==> config.mk <==
export PLATFORM = sky130hd
export DESIGN_NAME = tiny_dnn_seq
export DESIGN_NICKNAME = d
export VERILOG_FILES = /design/src/rtl/tiny_dnn_seq.sv
export SDC_FILE = /design/constraint.sdc
export NUM_CORES = 1
export LEC_CHECK = 0
export CORE_AREA = 2 2 75 85
export CTS_BUF_LIST = sky130_fd_sc_hd__clkbuf_4 sky130_fd_sc_hd__clkbuf_8
export DETAILED_ROUTE_END_ITERATION = 16
export DIE_AREA = 0 0 77 87
export DONT_BUFFER_PORTS = 1
export GPL_TIMING_DRIVEN = 0
export SLEW_MARGIN = 5
export SYNTH_ARGS = -nofsm -noshare
export SYNTH_HDL_FRONTEND = slang
export SYNTH_SLANG_ARGS = --single-unit
==> constraint.sdc <==
create_clock -name clk -period 2.6 [get_ports clk]
set_clock_uncertainty 0.05 [all_clocks]
set_input_delay 0.13 -clock clk [delete_from_list [all_inputs] [get_ports clk]]
set_output_delay 0.13 -clock clk [all_outputs]
set_load 0.01 [all_outputs]
==> src/rtl/tiny_dnn_seq.sv <==
// tiny_dnn_seq: command sequencer for one tiny_dnn_core and its normalize stage.
// LOAD streams N weights plus a bias word into the core weight RAM. RUN performs
// an N-term dot product plus bias, pulses normalize, and offers the fp32 result
// on a valid/ready handshake. It also drives the external d-buffer read port.
module tiny_dnn_seq #(
  parameter int F_SIZE = 1024,
  parameter int AW     = $clog2(F_SIZE)
) (
  input  logic          clk,
  input  logic          reset,
  input  logic [AW-1:0] cfg_len,
  input  logic          start_load,
  input  logic          start_run,
  output logic          busy,
  output logic          load_done,
  input  logic          w_valid,
  input  logic [15:0]   w_data,
  output logic          w_ready,
  output logic          core_init,
  output logic          core_write,
  output logic          core_bwrite,
  output logic [AW-1:0] core_wa,
  output logic [15:0]   core_wd,
  output logic          core_exec,
  output logic          core_bias,
  output logic [AW-1:0] core_ra,
  output logic          d_rd,
  output logic [AW-1:0] d_addr,
  output logic          norm_en,
  output logic          out_valid,
  input  logic          out_ready
);

  typedef enum logic [2:0] {
    IDLE,
    LOAD,
    INIT,
    MAC,
    BIAS,
    DRAIN,
    NORM,
    OUT
  } state_t;

  state_t        state;
  logic [AW-1:0] cnt;
  logic [AW-1:0] len;
  logic          beat;
  logic          last_beat;

  // A weight beat is accepted whenever LOAD sees w_valid; the beat with
  // cnt==len carries the bias word. The core steers bwrite beats to its
  // reserved bias entry (F_SIZE-1), so core_wa simply follows the counter.
  assign beat        = (state == LOAD) && w_valid;
  assign last_beat   = beat && (cnt == len);
  assign core_write  = beat;
  assign core_bwrite = last_beat;
  assign core_wa     = beat ? cnt : '0;
  assign core_wd     = w_data;

  // The d buffer is read in lockstep with the core weight read, so its
  // 1-cycle latency lines d up with the weight coming out of the core RAM.
  assign d_rd   = core_exec;
  assign d_addr = core_ra;

  // Single state machine; every non-beat output is a registered decode of the
  // state being entered, so it is valid for the whole cycle of that state.
  always_ff @(posedge clk or posedge reset) begin
    if (reset) begin
      state     <= IDLE;
      cnt       <= '0;
      len       <= '0;
      busy      <= 1'b0;
      load_done <= 1'b0;
      w_ready   <= 1'b0;
      core_init <= 1'b0;
      core_exec <= 1'b0;
      core_bias <= 1'b0;
      core_ra   <= '0;
      norm_en   <= 1'b0;
      out_valid <= 1'b0;
    end else begin
      core_init <= 1'b0;
      core_bias <= 1'b0;
      norm_en   <= 1'b0;
      load_done <= 1'b0;
      case (state)
        IDLE: begin
          if (start_load) begin
            len     <= cfg_len;
            cnt     <= '0;
            busy    <= 1'b1;
            w_ready <= 1'b1;
            state   <= LOAD;
          end else if (start_run) begin
            len       <= cfg_len;
            cnt       <= '0;
            busy      <= 1'b1;
            core_init <= 1'b1;
            state     <= INIT;
          end
        end
        LOAD: begin
          if (last_beat) begin
            cnt       <= '0;
            busy      <= 1'b0;
            w_ready   <= 1'b0;
            load_done <= 1'b1;
            state     <= IDLE;
          end else if (beat) begin
            cnt <= cnt + 1'b1;
          end
        end
        INIT: begin
          if (len != '0) begin
            cnt       <= '0;
            core_ra   <= '0;
            core_exec <= 1'b1;
            state     <= MAC;
          end else begin
            core_bias <= 1'b1;
            state     <= BIAS;
          end
        end
        MAC: begin
          if (cnt == len - 1'b1) begin
            cnt       <= '0;
            core_ra   <= '0;
            core_exec <= 1'b0;
            core_bias <= 1'b1;
            state     <= BIAS;
          end else begin
            cnt     <= cnt + 1'b1;
            core_ra <= cnt + 1'b1;
          end
        end
        BIAS: begin
          state <= DRAIN;
        end
        DRAIN: begin
          norm_en <= 1'b1;
          state   <= NORM;
        end
        NORM: begin
          out_valid <= 1'b1;
          state     <= OUT;
        end
        OUT: begin
          if (out_ready) begin
            out_valid <= 1'b0;
            busy      <= 1'b0;
            state     <= IDLE;
          end
        end
        default: begin
          state <= IDLE;
        end
      endcase
    end
  end

endmodule

# Word-level counts from Yosys, hierarchy flattened
# Cells that the tools add are included.
# op_classes
add_sub_neg	2
n_eq_ne	16
mux	38
n_reduce_logical	18
# ops
cell	count
$mux 10	9
$pmux 10 s4	1
$pmux 3 s8	1
$eq 10x10->1	2
$pmux 10 s2	1
$mux 3	6
$mux 1	15
$eq 3x3->1 const B	4
$reduce_and 4->1	3
$add 10x1->10 const B	1
$ne 2x2->1 const B	5
$reduce_bool 10->1	1
$sub 10x1->10 const B	1
$pmux 1 s2	4
$reduce_bool 2->1	4
$eq 3x2->1 const B	2
$ne 3x3->1 const B	2
$reduce_and 2->1	3
$reduce_and 3->1	2
$reduce_bool 4->1	1
$eq 3x1->1 const B	1
$logic_not 3->1	1
$pmux 1 s3	1
$reduce_bool 3->1	1
$logic_and 1x1->1	2
# word_totals
reg_bits	41
in_bits	32
out_inout_bits	57
wordCells	86

# Logic depth before layout (Yosys ltp)
# Gate-level depths: netlist of run 1.
# logic_depth
word_depth	5
mapped_depth	9
ltp_nobuf	8

# Worst setup path after synthesis of run 1
# OpenSTA, ideal clock, no wires.
# synth_timing
path_kind	register to register
start	register len[0]
end	register cnt[2]
setup_ns	0.080
t_arrival_ns	2.263
required_ns	2.470
setup_slack_ns	0.207
path_stages_with_launch	10
n_path_buf	1
period_less_slack_ns	2.393
cell_sequence	dfrtp_1 -> inv_1 -> ha_1 -> or3b_2 -> or4_4 -> buf_6 -> o211a_4 -> o21bai_4 -> inv_2 -> o211ai_2
# synth_between
elab_chain_cells	4
word_cells_on_any_way	11
cone_classes	add/sub (1); eq/ne (4); mux (3); reduce/logical (3)
# synth_rtl
item	line	rtl
from (decl)	47	logic [AW-1:0] len;
from (signal assigned)	90	len <= cfg_len;
from (signal assigned)	96	len <= cfg_len;
$sub 10x1->10 or $eq 10x10->1 (tied branches)	126, 55	
$eq 10x10->1 or $logic_and 1x1->1 (tied branches)	126, 55	
$mux 10 (tied with other cells)	126	if (cnt == len - 1'b1) begin
$pmux 10 s4 or $reduce_and 4->1 (tied branches)	--	
to (signal assigned)	111	cnt <= cnt + 1'b1;
to (signal assigned)	133	cnt <= cnt + 1'b1;
to (decl)	46	logic [AW-1:0] cnt;
# Several ways; a longest one is shown, not always the timed one.
# A chain may end at the register's enable or synchronous reset.

# Worst setup path in the final report of run 1
# layout_timing
start	register len[2]
end	register cnt[5]
# The elaborated chain is that of the path after synthesis.

==> results of run 1 <==
[routing by layer]
layer / GRT usage, % / share of wire, %
met1: 24.2 / 40
met2: 33.7 / 52
met3: 4.46 / 5.9
met4: 5.84 / 1.4
met5: 0 / 0
[kinds of logic after synthesis]
group | after synthesis | synth area share (%)
flops | 41 | 40.1
buf+inv | 50 | 11.7
xor+xnor | 22 | 7.52
fa+ha+maj | 2 | 0.977
mux | 9 | 3.91
simple gates | 105 | 20.6
compound gates | 55 | 15.2
[report_power, final]
group          internal (mW)  switching (mW)
logic                  0.666            1.00
clock network          0.288           0.250
registers              0.839           0.256
total                   1.79            1.51
[sequential cells by signal (all words and copies together), names as in the netlist]
register   count
core_bias      1
core_exec      1
busy           1
norm_en        1
load_done      1
out_valid      1
state          3
len           10
core_init      1
core_ra       10
cnt           10
w_ready        1
[how the worst max path moves through the flow]
| stage | from | to | cells past startpoint |
|---|---|---|---|
| final | len[2] | cnt[5] | 7 |
| after global routing | cnt[7] | core_ra[9] | 7 |
| after CTS | len[0] | cnt[0] | 9 |
| after floorplan | len[0] | cnt[2] | 9 |
| after global placement | len[2] | state[1] | 6 |
| after detailed placement | len[2] | state[1] | 6 |
[layout by cell type, fill, tap and decap left out, types with 3 or more instances in the layout]
cell	Yosys	final
or4_4	2	3
o211ai_1	6	6
nor2b_1	5	5
nand3_1	9	9
clkbuf_1	8	7
nor3_1	10	8
clkbuf_8	0	5
dfrtp_1	41	41
xnor2_1	14	14
and3_1	3	3
nand4_1	3	3
a21oi_1	5	5
o21ai_0	21	21
inv_1	9	8
mux2_2	8	8
xor2_1	8	8
nand2_1	34	34
nor2_1	18	18
and2_1	10	10
buf_4	27	31
dlygate4sd3_1	0	13
[through the flow]
step	power (mW)	setup TNS, ns	area [um^2]	utilization [%]
global route	3.56	-0.100	3060	51.6
global placement	2.55	-3.39	2660	44.9
detailed placement	2.59	-2.65	2680	45.2
floorplan	2.25	0	2560	-
CTS	3.21	0	2970	50.1
finish	3.30	0	3060	51.6
[cell type report]
class | instances | area share, %
buffer | 39 | 8.55
clock buffer | 5 | 2.25
clock inverter | 3 | 1.51
inverter | 11 | 1.35
multi-input combinational | 194 | 43.7
sequential | 41 | 33.5
tap | 80 | 3.27
timing repair buffer | 18 | 5.81
[repair_timing]
item                                    4_1_cts  5_1_grt
gates cloned                                  1        1
pin swaps                                     2        0
resized for setup                             5       15
endpoints found under the hold margin        54        0
endpoints found under the setup margin       25       24
hold buffers                                 13        0
buffers inserted                              2        1
==> run metrics, run 1 <==
Slew @ Worst Pin=0.536 ns; Detail Route Antenna Nets=0; # nets final=344; Post-route DRC=0; drt pass-1 iters=4; synthesized area=2560 um^2; clk buf depth=2; WP data arrival=2.63 ns; Lkg Pwr=1.34 nW; CP required=2.74 ns; Clock Root Buffer=clkbuf_8; via count=2,120; antenna violations before repair=0; PortBufs=0; CP endpoint kind=flip-flop; row count=30; CP Buf/Inv Count=2; worst skew pair latency=0.32 ns; Area contributors post-synth=dfrtp_1 (40%), buf_4 (7.9%), nand2_1 (5.0%), xnor2_1 (4.8%), o21ai_0 (4.1%); post-route setup slack=0.114 ns; hold path cells=2; post-DP HPWL=4380 um; YS warnings=0; max_cap viols=0; # setup viols final=0; # IOs=89; RR Startpoint=len[2]; CP max FO=10; status=complete, no violations; synthesized area per cell=9.02 um^2; Final Critical Period=2.49 ns; WL final=6260 um; Core Area=5930 um^2; crit-path cells=or4_4 -> a2111oi_4 -> nand4_1 -> buf_4 -> buf_2 -> o211ai_1 -> o211ai_1; DIE AREA=6700 um^2; GRT Resource Usage Total=19.4%; cell mode on critical path=o211ai_1; vias in the first global route=1,936; GPL Wtd Cong=0.839; Post-Place Cells=365; relative slew slack=64.0%; share of the synthesized area in the top cell type=40.1%; R2R Setup Slk=0.11 ns; fraction of registers with async set/reset=100%; Clock transition at path regs=0.10 ns; Slew Viols, Final=0; die width=77 um; # fillers=559; CTS Buf Count=5; crit path launch type=flip-flop; Via density=5.42; worst hold start=start_run; most numerous cell in the Yosys netlist=dfrtp_1; worst reg2reg endpoint=cnt[5]; Yosys cell types=53; CTS tree=yes; cell area power density=1080 nW/um^2; H-Tree Level Count=2; Sink Count=41; Peak Freq=0.402 GHz; Die H=87 um; WHS=0.0662 ns; wire length per cell=16.0 um; Max VDD drop=0.399 mV; synthesis-stage register bit count=41; Final period util=95.6%; Crit Path Class=flip-flop to flip-flop; Top FF cell, synth=dfrtp_1; total grt overflow=0; worst r2r path cells=7; Critical Path Slowest Stage Cell=or4_4; Synth top cells by count=dfrtp_1 (41), nand2_1 (34), buf_4 (27); final hold violations=0; area of the multi-input gates=1340 um^2; Hold WC Path Type=input port to flip-flop; register area share after synthesis=40.1%; worst slack, placed=-0.178 ns; layout cell share with drive strength beyond 1=24.4%; ANT cells=0; Max stage delay on crit path=0.60 ns; Area growth, synth to finish=19.4%; delay-heaviest family, CP=compound AO/OA/AOI/OAI gates; Cells after Synth=284; Storage cell area=1030 um^2; Worst Hold End=state[0]; number of synthesized flops with an enable pin=0; DRT iter0 DRCs=183; largest net degree at the start of global routing=27; syn_nets=318; Initial Utilization=43.2%; first-pass GRT wire length=10,200 um; Synth area leader=dfrtp_1; Finished Layout Cells=391
Note: power is estimated with default switching activity, not from simulation.
==> inputs of run 2 (changes only) <==
--- a/config.mk
+++ b/config.mk
@@ -5,12 +5,15 @@
 export SDC_FILE = /design/constraint.sdc
 export NUM_CORES = 1
 export LEC_CHECK = 0
-export CORE_AREA = 2 2 75 85
+export CELL_PAD_IN_SITES_DETAIL_PLACEMENT = 0
+export CELL_PAD_IN_SITES_GLOBAL_PLACEMENT = 2
+export CORE_AREA = 2 2 82 92
 export CTS_BUF_LIST = sky130_fd_sc_hd__clkbuf_4 sky130_fd_sc_hd__clkbuf_8
 export DETAILED_ROUTE_END_ITERATION = 16
-export DIE_AREA = 0 0 77 87
+export DIE_AREA = 0 0 84 94
 export DONT_BUFFER_PORTS = 1
 export GPL_TIMING_DRIVEN = 0
+export PLACE_DENSITY_LB_ADDON = 0.1
 export SLEW_MARGIN = 5
 export SYNTH_ARGS = -nofsm -noshare
 export SYNTH_HDL_FRONTEND = slang
==> run metrics, run 2 (synthesized netlist as in run 1, its figures left out) <==
status=complete, no violations; crit path launch type=flip-flop; Sink Count=41; Final period util=95.0%; Finished Cell Area=3010 um^2; Clock transition at path regs=0.08 ns; CP required=2.76 ns; CTS Buf Count=5; Clock Root Buffer=clkbuf_8; Hold WC Path Type=input port to flip-flop; Post-Place Cells=370; # nets final=342; Post-route DRC=0; post-route setup slack=0.129 ns; Max VDD drop=0.509 mV; DIE AREA=7900 um^2; Detail Route Antenna Nets=0; ANT cells=0; Core Area=6930 um^2; hold path cells=2; Post-DP Area=2690 um^2; via count=2,063; Crit Path Class=flip-flop to flip-flop; drt pass-1 iters=4; Final Critical Period=2.47 ns; Largest regs=cnt x10, core_ra x10, len x10; Via density=5.25; max_cap viols=0; Lkg Pwr=1.32 nW; final hold violations=0; total grt overflow=0; GPL Wtd Cong=0.776; worst r2r path cells=10; Initial Utilization=37.0%; Slew Viols, Final=0; antenna violations before repair=0; Die H=94 um; most common cell after layout, fill and taps aside=dfrtp_1; # IOs=89; Finished Layout Cells=393; row count=32; die width=84 um; PortBufs=0; relative slew slack=66.7%; vias in the first global route=1,996; CTS tree=yes; DRT iter0 DRCs=54; GRT Resource Usage Total=16.9%; Peak Freq=0.405 GHz; first-pass GRT wire length=10,500 um; Layout Utilization=43.4%; cell area power density=1060 nW/um^2; H-Tree Level Count=2; worst slack, placed=-0.203 ns; # setup viols final=0; post-DP HPWL=4720 um; Area growth, synth to finish=17.5%; wire length per cell=16.4 um; Slew @ Worst Pin=0.496 ns; CP max FO=9; clk buf depth=2; most frequent cells in the layout=dfrtp_1 (40), nand2_1 (34), buf_4 (30), o21ai_0 (21), nor2_1 (18); largest net degree at the start of global routing=31; WP data arrival=2.64 ns; # fillers=692; CP endpoint kind=flip-flop; WL final=6430 um; worst skew pair latency=0.29 ns; layout cell share with drive strength beyond 1=23.4%
==> run 2: cell count changes in the layout (fill, tap and decap cells not counted), sizes merged <==
cell      before  now
bufinv         1    0
clkbuf        13   14
clkinv         2    1
clkinvlp       1    0
o21bai         3    2
==> run 2: cell type report <==
| type | instances | area [um^2] | area share (%) |
|---|---|---|---|
| plain buffers | 38 | 258 | 8.57 |
| clock buffers | 7 | 90.1 | 2.99 |
| inverters | 11 | 41.3 | 1.37 |
| multi-input cells | 193 | 1300 | 43.1 |
| flip-flops and latches | 41 | 1030 | 34.1 |
| well taps | 85 | 106 | 3.53 |
| repair buffers | 18 | 190 | 6.32 |
==> run 2: worst paths after layout <==
| check | to | slack, ns | startpoint |
|---|---|---|---|
| worst max register to register | cnt[0] | 0.13 | len[0] |
| worst max-delay path | cnt[0] | 0.13 | len[0] |
| worst min register to register | len[9] | 0.52 | len[9] |
| min in group asynchronous | core_ra[7] | 0.19 | reset |
| max in group asynchronous | len[4] | 1.85 | reset |
| worst min-delay path | state[0] | 0.06 | start_run |
==> run 2: critical path, cell delays in order, from the launching register on <==
cell	delay (ns)
dfrtp_1	0.42
inv_1	0.09
ha_1	0.18
or3b_4	0.41
or4_4	0.42
buf_6	0.15
o211a_4	0.23
o21bai_4	0.13
buf_12	0.14
inv_2	0.04
mux2i_1	0.12
==> run 2: timing repair <==
item / in CTS / in global routing
endpoints found under the setup margin: 23 / 24
resized for setup: 5 / 13
pin swaps: 2 / 0
cloned: 0 / 1
buffers inserted: 2 / 1
hold buffers: 13 / 0
endpoints found under the hold margin: 54 / 0
==> run 2: routing by layer <==
layer  up-vias  global-route usage [%]  part of all wire [%]
met5         -                       0                     0
met4         0                    4.57                  0.86
met3         5                    3.69                   5.3
met2        63                    26.9                    46
met1       984                    23.3                    48
li1       1011                       -                     -
==> run 2: report_power, final <==
| part | leakage, nW | total, mW | internal [mW] | switching, mW |
|---|---|---|---|---|
| clock network | 0.0477 | 0.440 | 0.221 | 0.218 |
| logic | 0.762 | 1.63 | 0.676 | 0.957 |
| registers | 0.515 | 1.12 | 0.839 | 0.278 |
==> run 2: per-stage QoR <==
stage | hold WS (ns) | total power, mW | TNS (ns)
after floorplan | 0.197 | 2.25 | 0
after global placement | 0.201 | 2.63 | -3.00
after detailed placement | -0.0663 | 2.63 | -2.43
after CTS | 0.0696 | 3.18 | 0
after global routing | 0.0867 | 3.47 | -0.000765
final | 0.0626 | 3.19 | 0
==> inputs of run 3 (changes only) <==
--- a/config.mk
+++ b/config.mk
@@ -14,6 +14,7 @@
 export DONT_BUFFER_PORTS = 1
 export GPL_TIMING_DRIVEN = 0
 export PLACE_DENSITY_LB_ADDON = 0.1
+export SETUP_SLACK_MARGIN = 0.5
 export SLEW_MARGIN = 5
 export SYNTH_ARGS = -nofsm -noshare
 export SYNTH_HDL_FRONTEND = slang
==> run metrics, run 3 (synthesized netlist as in run 1, its figures left out) <==
status=complete, no violations; Finished Layout Cells=403; Detail Route Antenna Nets=0; Clock Root Buffer=clkbuf_8; die width=84 um; clk buf depth=2; # setup viols final=0; Power Total=3.37 mW; DRT iter0 DRCs=71; row count=32; max_cap viols=0; Pint=1.83 mW; sequential share of power=32.7%; wire length per cell=16.1 um; DIE AREA=7900 um^2; most common cell after layout, fill and taps aside=buf_4; Logic pwr share=54.1%; R2R Setup Slk=0.18 ns; clock power share=13.2%; CP max FO=9; Initial Utilization=37.0%; # IOs=89; vias in the first global route=1,998; Slew @ Worst Pin=0.474 ns; ANT cells=0; GPL Wtd Cong=0.768; worst reg2reg endpoint=cnt[2]; CTS tree=yes; Clock transition at path regs=0.08 ns; sw frac=45.6%; WL final=6490 um; total grt overflow=0; worst slack, placed=-0.185 ns; Post-Place Cells=370; Hold WC Path Type=input port to flip-flop; Largest regs=cnt x10, core_ra x10, len x10; GRT Resource Usage Total=17.0%; Max VDD drop=0.489 mV; Area growth, synth to finish=25.4%; post-route setup slack=0.182 ns; worst r2r path cells=8; Slew Viols, Final=0; drt pass-1 iters=4; largest net degree at the start of global routing=25; worst skew pair latency=0.30 ns; most frequent cells in the layout=buf_4 (39), dfrtp_1 (37), nand2_1 (31), o21ai_0 (21), nor2_1 (18); RR Startpoint=len[7]; relative slew slack=68.1%; Worst Hold End=state[0]; CP required=2.77 ns; Layout Utilization=46.4%; Core Area=6930 um^2; WP data arrival=2.59 ns; # nets final=351; H-Tree Level Count=2; hold path cells=2; CTS Buf Count=5; Post-route DRC=0; CP endpoint kind=flip-flop; Via density=5.18; Peak Freq=0.414 GHz; CP Launch Point=len[7]; layout cell share with drive strength beyond 1=32.1%; Sink Count=41; Die H=94 um; Crit Path Class=flip-flop to flip-flop; post-DP HPWL=4670 um; first-pass GRT wire length=10,600 um; worst hold start=start_run; via count=2,088; Final period util=93.0%; Lkg Pwr=1.39 nW; PortBufs=0; antenna violations before repair=0; cell area power density=1050 nW/um^2; Final Critical Period=2.42 ns; final hold violations=0; RSZ-0062 raised after global routing=true; crit path launch type=flip-flop; sw power=1.53 mW
[run 3: cell types whose count changed in the layout (fill, tap and decap cells not counted), moves of 3 or more]
cell,previous run,this run
buf_4,30,39
clkbuf_1,6,3
clkbuf_2,1,5
dfrtp_1,40,37
dfrtp_2,1,4
nand2_1,34,31
nor3_1,9,6
nor3_2,1,4
[run 3: how the worst max path moves through the flow]
stage,to,cells after the start
floorplan,cnt[2],9
global placement,state[0],7
detailed placement,state[0],7
CTS,cnt[2],7
global route,state[0],10
finish,cnt[2],8
[run 3: timing repair]
item / CTS / global route
pin swaps: 3 / 9
gates resized for setup: 14 / 31
buffers inserted: 9 / 3
hold buffers: 13 / 0
endpoints found under the hold margin: 30 / 0
setup endpoints to repair: 33 / 42
[run 3: layout make-up]
cell class,count,area [um^2]
plain buffers,39,273
repair buffers,26,253
flip-flops and latches,41,1030
multi-input cells,193,1420
well taps,85,106
clock buffers,8,91.3
fillers,699,3720
inverters,11,41.3
[run 3: stage by stage]
step / hold slack [ns] / area (um^2) / TNS [ns]
2_1_floorplan: 0.197 / 2570 / 0
5_1_grt: 0.0559 / 3210 / 0
4_1_cts: 0.0414 / 3060 / 0
6_report: 0.0464 / 3210 / 0
3_3_place_gp: 0.201 / 2680 / -0.821
3_5_place_dp: -0.00552 / 2700 / -0.878
[run 3: critical path, cell delays in order, from the launching register on]
cell and delay (ns):
dfrtp_1 0.41, or4_4 0.55, or4_4 0.49, buf_6 0.15
o211a_4 0.23, o21bai_4 0.16, buf_12 0.14, inv_2 0.04
o211ai_2 0.12
[run 3: power by group through the flow]
stage	sequential (mW)	clock [mW]	combinational [mW]
floorplan	1.04	0	1.22
global placement	1.11	0	1.52
detailed placement	1.12	0	1.51
CTS	1.10	0.466	1.67
global route	1.14	0.486	2.02
finish	1.10	0.444	1.82
[run 3: layer usage]
metal	GRT usage, %	vias up	share of wire [%]	wire [um]
li1	-	1027	-	-
met4	5.24	0	1.3	86
met2	27.2	55	47	3050
met1	23.3	999	47	3060
met3	3.43	7	4.4	286
met5	0	-	0	0
